===== src/rtl/bram_arbiter.sv =====
// Two-port valid/ready arbiter and sequencer for the single-port 8192 x 64 boot BRAM.
// Each port has one outstanding access; responses are captured from the storage's registered output.
module bram_arbiter #(
  parameter int unsigned ADDR_W     = 13,
  parameter int unsigned DATA_W     = 64,
  parameter int unsigned FIXED_PRIO = 0
) (
  input  logic                  clock,
  input  logic                  reset,

  input  logic                  p0_req_valid,
  output logic                  p0_req_ready,
  input  logic [ADDR_W-1:0]     p0_req_addr,
  input  logic [DATA_W-1:0]     p0_req_wdata,
  input  logic [DATA_W/8-1:0]   p0_req_wstrb,
  output logic                  p0_resp_valid,
  input  logic                  p0_resp_ready,
  output logic [DATA_W-1:0]     p0_resp_rdata,

  input  logic                  p1_req_valid,
  output logic                  p1_req_ready,
  input  logic [ADDR_W-1:0]     p1_req_addr,
  input  logic [DATA_W-1:0]     p1_req_wdata,
  input  logic [DATA_W/8-1:0]   p1_req_wstrb,
  output logic                  p1_resp_valid,
  input  logic                  p1_resp_ready,
  output logic [DATA_W-1:0]     p1_resp_rdata,

  output logic                  bram_en,
  output logic [ADDR_W-1:0]     bram_addr,
  output logic [DATA_W-1:0]     bram_wdata,
  output logic [DATA_W/8-1:0]   bram_we_perbyte,
  input  logic [DATA_W-1:0]     bram_rdata
);

  typedef enum logic [1:0] {
    SLOT_IDLE,
    SLOT_INFLIGHT,
    SLOT_RESP
  } slot_e;

  slot_e             slot0_q, slot0_d;
  slot_e             slot1_q, slot1_d;
  logic [DATA_W-1:0] rdata0_q, rdata0_d;
  logic [DATA_W-1:0] rdata1_q, rdata1_d;
  logic              last_grant_q, last_grant_d;

  logic elig0, elig1;
  logic gnt0, gnt1;

  function automatic slot_e slot_next(input slot_e s, input logic gnt, input logic resp_ready);
    slot_e n;
    n = s;
    case (s)
      SLOT_IDLE:     n = gnt ? SLOT_INFLIGHT : SLOT_IDLE;
      SLOT_INFLIGHT: n = SLOT_RESP;
      SLOT_RESP:     n = resp_ready ? (gnt ? SLOT_INFLIGHT : SLOT_IDLE) : SLOT_RESP;
      default:       n = SLOT_IDLE;
    endcase
    return n;
  endfunction

  // A slot holding a response may be re-granted in the same cycle its response is accepted.
  always_comb begin
    elig0 = !reset && p0_req_valid &&
            ((slot0_q == SLOT_IDLE) || ((slot0_q == SLOT_RESP) && p0_resp_ready));
    elig1 = !reset && p1_req_valid &&
            ((slot1_q == SLOT_IDLE) || ((slot1_q == SLOT_RESP) && p1_resp_ready));

    gnt0 = 1'b0;
    gnt1 = 1'b0;
    if (elig0 && elig1) begin
      if ((FIXED_PRIO != 0) || last_grant_q) gnt0 = 1'b1;
      else                                   gnt1 = 1'b1;
    end else begin
      gnt0 = elig0;
      gnt1 = elig1;
    end
  end

  always_comb begin
    slot0_d      = slot_next(slot0_q, gnt0, p0_resp_ready);
    slot1_d      = slot_next(slot1_q, gnt1, p1_resp_ready);
    rdata0_d     = (slot0_q == SLOT_INFLIGHT) ? bram_rdata : rdata0_q;
    rdata1_d     = (slot1_q == SLOT_INFLIGHT) ? bram_rdata : rdata1_q;
    last_grant_d = gnt1 ? 1'b1 : (gnt0 ? 1'b0 : last_grant_q);
  end

  always_comb begin
    bram_en         = gnt0 | gnt1;
    bram_addr       = '0;
    bram_wdata      = '0;
    bram_we_perbyte = '0;
    if (gnt0) begin
      bram_addr       = p0_req_addr;
      bram_wdata      = p0_req_wdata;
      bram_we_perbyte = p0_req_wstrb;
    end else if (gnt1) begin
      bram_addr       = p1_req_addr;
      bram_wdata      = p1_req_wdata;
      bram_we_perbyte = p1_req_wstrb;
    end
  end

  always_ff @(posedge clock) begin
    if (reset) begin
      slot0_q      <= SLOT_IDLE;
      slot1_q      <= SLOT_IDLE;
      rdata0_q     <= '0;
      rdata1_q     <= '0;
      last_grant_q <= 1'b1;
    end else begin
      slot0_q      <= slot0_d;
      slot1_q      <= slot1_d;
      rdata0_q     <= rdata0_d;
      rdata1_q     <= rdata1_d;
      last_grant_q <= last_grant_d;
    end
  end

  assign p0_req_ready  = gnt0;
  assign p1_req_ready  = gnt1;
  assign p0_resp_valid = (slot0_q == SLOT_RESP);
  assign p1_resp_valid = (slot1_q == SLOT_RESP);
  assign p0_resp_rdata = rdata0_q;
  assign p1_resp_rdata = rdata1_q;

endmodule


===== config.mk =====
export PLATFORM = sky130hd
export DESIGN_NAME = bram_arbiter
export DESIGN_NICKNAME = d
export VERILOG_FILES = /design/src/rtl/bram_arbiter.sv
export SDC_FILE = /design/constraint.sdc
export NUM_CORES = 1
export LEC_CHECK = 0
export ABC_AREA = 1
export BUFFER_PORTS_ARGS = -buffer_cell sky130_fd_sc_hd__buf_2
export CORE_AREA = 2 2 177 179
export DETAILED_ROUTE_END_ITERATION = 10
export DIE_AREA = 0 0 179 181
export PLACE_DENSITY_LB_ADDON = 0.25
export SKIP_LAST_GASP = 1
export SYNTH_ARGS = -nofsm -noshare
export SYNTH_HDL_FRONTEND = slang
export SYNTH_SLANG_ARGS = --single-unit

===== constraint.sdc =====
create_clock -name clock -period 1.34 [get_ports clock]
set_clock_uncertainty 0.2 [all_clocks]
set_input_delay 0.067 -clock clock [delete_from_list [all_inputs] [get_ports clock]]
set_output_delay 0.067 -clock clock [all_outputs]
set_load 0.02 [all_outputs]

==> flow_summary.ini <==
[outcome]
status = complete, but fails checks
violations = negative setup slack

[placement]
port_buffers = 457
hpwl_microns = 21220
place_area_sq_um = 8990
gp_congestion = 0.9163
dpl.cell_count = 1703
dp_slack_ns = -0.2508

[layout]
regArea_sq_um = 2668
instances_no_fill = 1861
fin_util_pct = 41.38
fin_nets = 1687
area_delta_synth_final_pct = 109.9
design_area_sq_um = 12560
multi_input_area_sq_um = 3706
layout-drive-gt1-share_pct = 54.38
fillers = 3025

[job]
maxCapViolCount = 0

[sta]
slew_viol_final = 0
period_minus_slack_ns = 1.977
timing.fmax_ghz = 0.5057
rsz0062_at_grt = yes
post-route-period-util_pct = 147.6
setup_ws_ns = -0.6373
setup_viol = 222
tightest_slew_ns = 0.2444
hold_violations = 0
maxSlewHeadroom_pct = 83.53

[worst_setup_path]
worstPathArrival_ns = 1.71
path_class = flip-flop to output port
endpoint_kind = output port
cp_max_fo = 6
critPathRequiredTime_ns = 1.07
crit_path_start_kind = flip-flop

[synthesis]
ys_types = 17
ys_warn_count = 0
syn_area_per_cell_sq_um = 6.745
seq_area_frac_synth_pct = 44.50
synthCells = 887
syn-num-nets = 1127
synth_area_sq_um = 5983
synth-seq-cells = 133

[floorplan]
core_sq_um = 30350
core.rowCount = 64
ioPinCount = 458
fp.dieH_microns = 181
dieArea_sq_um = 32400
initial_core_util_pct = 19.71
die_w_microns = 179

[clocking]
cts_root_buf = clkbuf_16
htreeDepth = 4
cts_buffers = 17
cts_buffer_depth = 2
path_clk_slew_ns = 0.07
clk_latency_ns = 0.42
numClockSinks = 133
cts_tree = yes

[route]
ant_nets = 0
remaining_drc_errors = 0
routedWlPerCell_microns = 18.89
via_per_inst = 4.582
vias = 8528
drt_wl_total_microns = 35150
drt_iter0_drc = 493
first_pass_iters = 5

[global_route]
met2_usage_pct = 31.52
top_usage_layer = met2
grt_pass1_wl_microns = 46270
grt_usage_pct = 18.50
met3_usage_pct = 4.082
grt_pass1_vias = 8326
use_met1_pct = 21.72
grt_max_degree = 94
grt_overflow = 0
antenna_found_initial = 5

[power_and_ir_drop]
peakVddDrop_mv = 0.6229
powerDensity_nw_per_um2 = 1094
power_mw = 13.74
leakage_nw = 6.203

[hold_path]
hold_path.class = primary input to flip-flop
==> kinds of logic (layout without fill, tap and decap cells) <==
| group | after synthesis | in the layout | share of synthesized area, % |
|---|---|---|---|
| buf+inv | 92 | 665 | 7.424 |
| simple gates | 531 | 531 | 37.12 |
| flops | 133 | 133 | 44.50 |
| compound gates | 131 | 131 | 10.96 |
| other cells | 0 | 5 | 0 |
==> cells in the final DEF, fill, tap and decap left out, drive strengths merged <==
master and count:
a21oi 2, nand3 170, dfxtp 133, o21ai 129, bufinv 3, nand4 2, clkbuf 34, inv 18
clkinvlp 2, clkinv 5, nand2 96, dlygate4sd3 68, diode 5, buf 535, nor2 263
==> cell type report <==
type / count / area share (%)
clock buffers: 18 / 3.497
flip-flops and latches: 133 / 21.24
inverters: 14 / 0.4584
well taps: 396 / 3.946
multi-input cells: 662 / 29.51
repair buffers: 619 / 39.87
clock inverters: 14 / 1.375
diodes: 5 / 0.09964
==> per-layer routing <==
metal | vias up | share of wire [%]
met5 | - | 0
met4 | 0 | 4.5
met3 | 88 | 6.6
met2 | 411 | 49
met1 | 3979 | 40
li1 | 4050 | -
==> power by group <==
part           switching [mW]  internal, mW
clock                    1.94          3.00
combinational            2.42          1.94
sequential              0.171          4.28
==> critical path, cell delays in order (launching register included) <==
cell     delay, ns
dfxtp_2       0.33
inv_2         0.07
nand2_2       0.07
nor2_4        0.12
buf_12        0.13
buf_12        0.14
buf_16        0.15
nand3_1       0.09
nand2_2       0.08
buf_6         0.11
==> state kept, by name, indices dropped and copies added, names as in the netlist <==
register / cells
p1_resp_rdata: 64
slot1_q: 2
last_grant_q: 1
slot0_q: 2
p0_resp_rdata: 64
==> timing repair <==
action | in CTS | in global routing
pin swaps | 15 | 109
setup buffers | 14 | 10
gates cloned | 12 | 21
setup endpoints to repair | 220 | 223
hold buffers | 68 | 0
hold endpoints to repair | 131 | 0
resized for setup | 146 | 284
==> worst paths after layout <==
check	from	end	slack, ns	depth (start not counted)
worst max-delay path	slot1_q[0]$_SDFF_PP0_	bram_wdata[2]	-0.64	9
worst min-delay path	p0_req_valid	slot0_q[0]$_SDFF_PP0_	0.16	7
worst max register to register	slot0_q[0]$_SDFF_PP0_	p0_resp_rdata[63]$_SDFFE_PP0N_	-0.41	9
worst min register to register	p1_resp_rdata[61]$_SDFFE_PP0N_	p1_resp_rdata[61]$_SDFFE_PP0N_	0.29	2
==> cells in the mapped netlist, drive strengths merged <==
cell    number  area [sq um]
clkbuf      27         107.6
nand4        2         12.51
nand2       96         360.4
buf         51         284.0
nand3      170         850.8
inv         14         52.55
nor2       263         997.2
dfxtp      133          2663
a21oi        2         10.01
o21ai      129         645.6
==> stage by stage <==
step                      hold slack (ns)  setup TNS, ns
after floorplan                  -0.06393              0
after global placement             0.1069         -30.61
after detailed placement           0.1130         -30.97
after CTS                          0.1384         -86.63
after global routing               0.1787        -107.07
final                              0.1639         -85.16
Power figures use the tool's default switching activity.
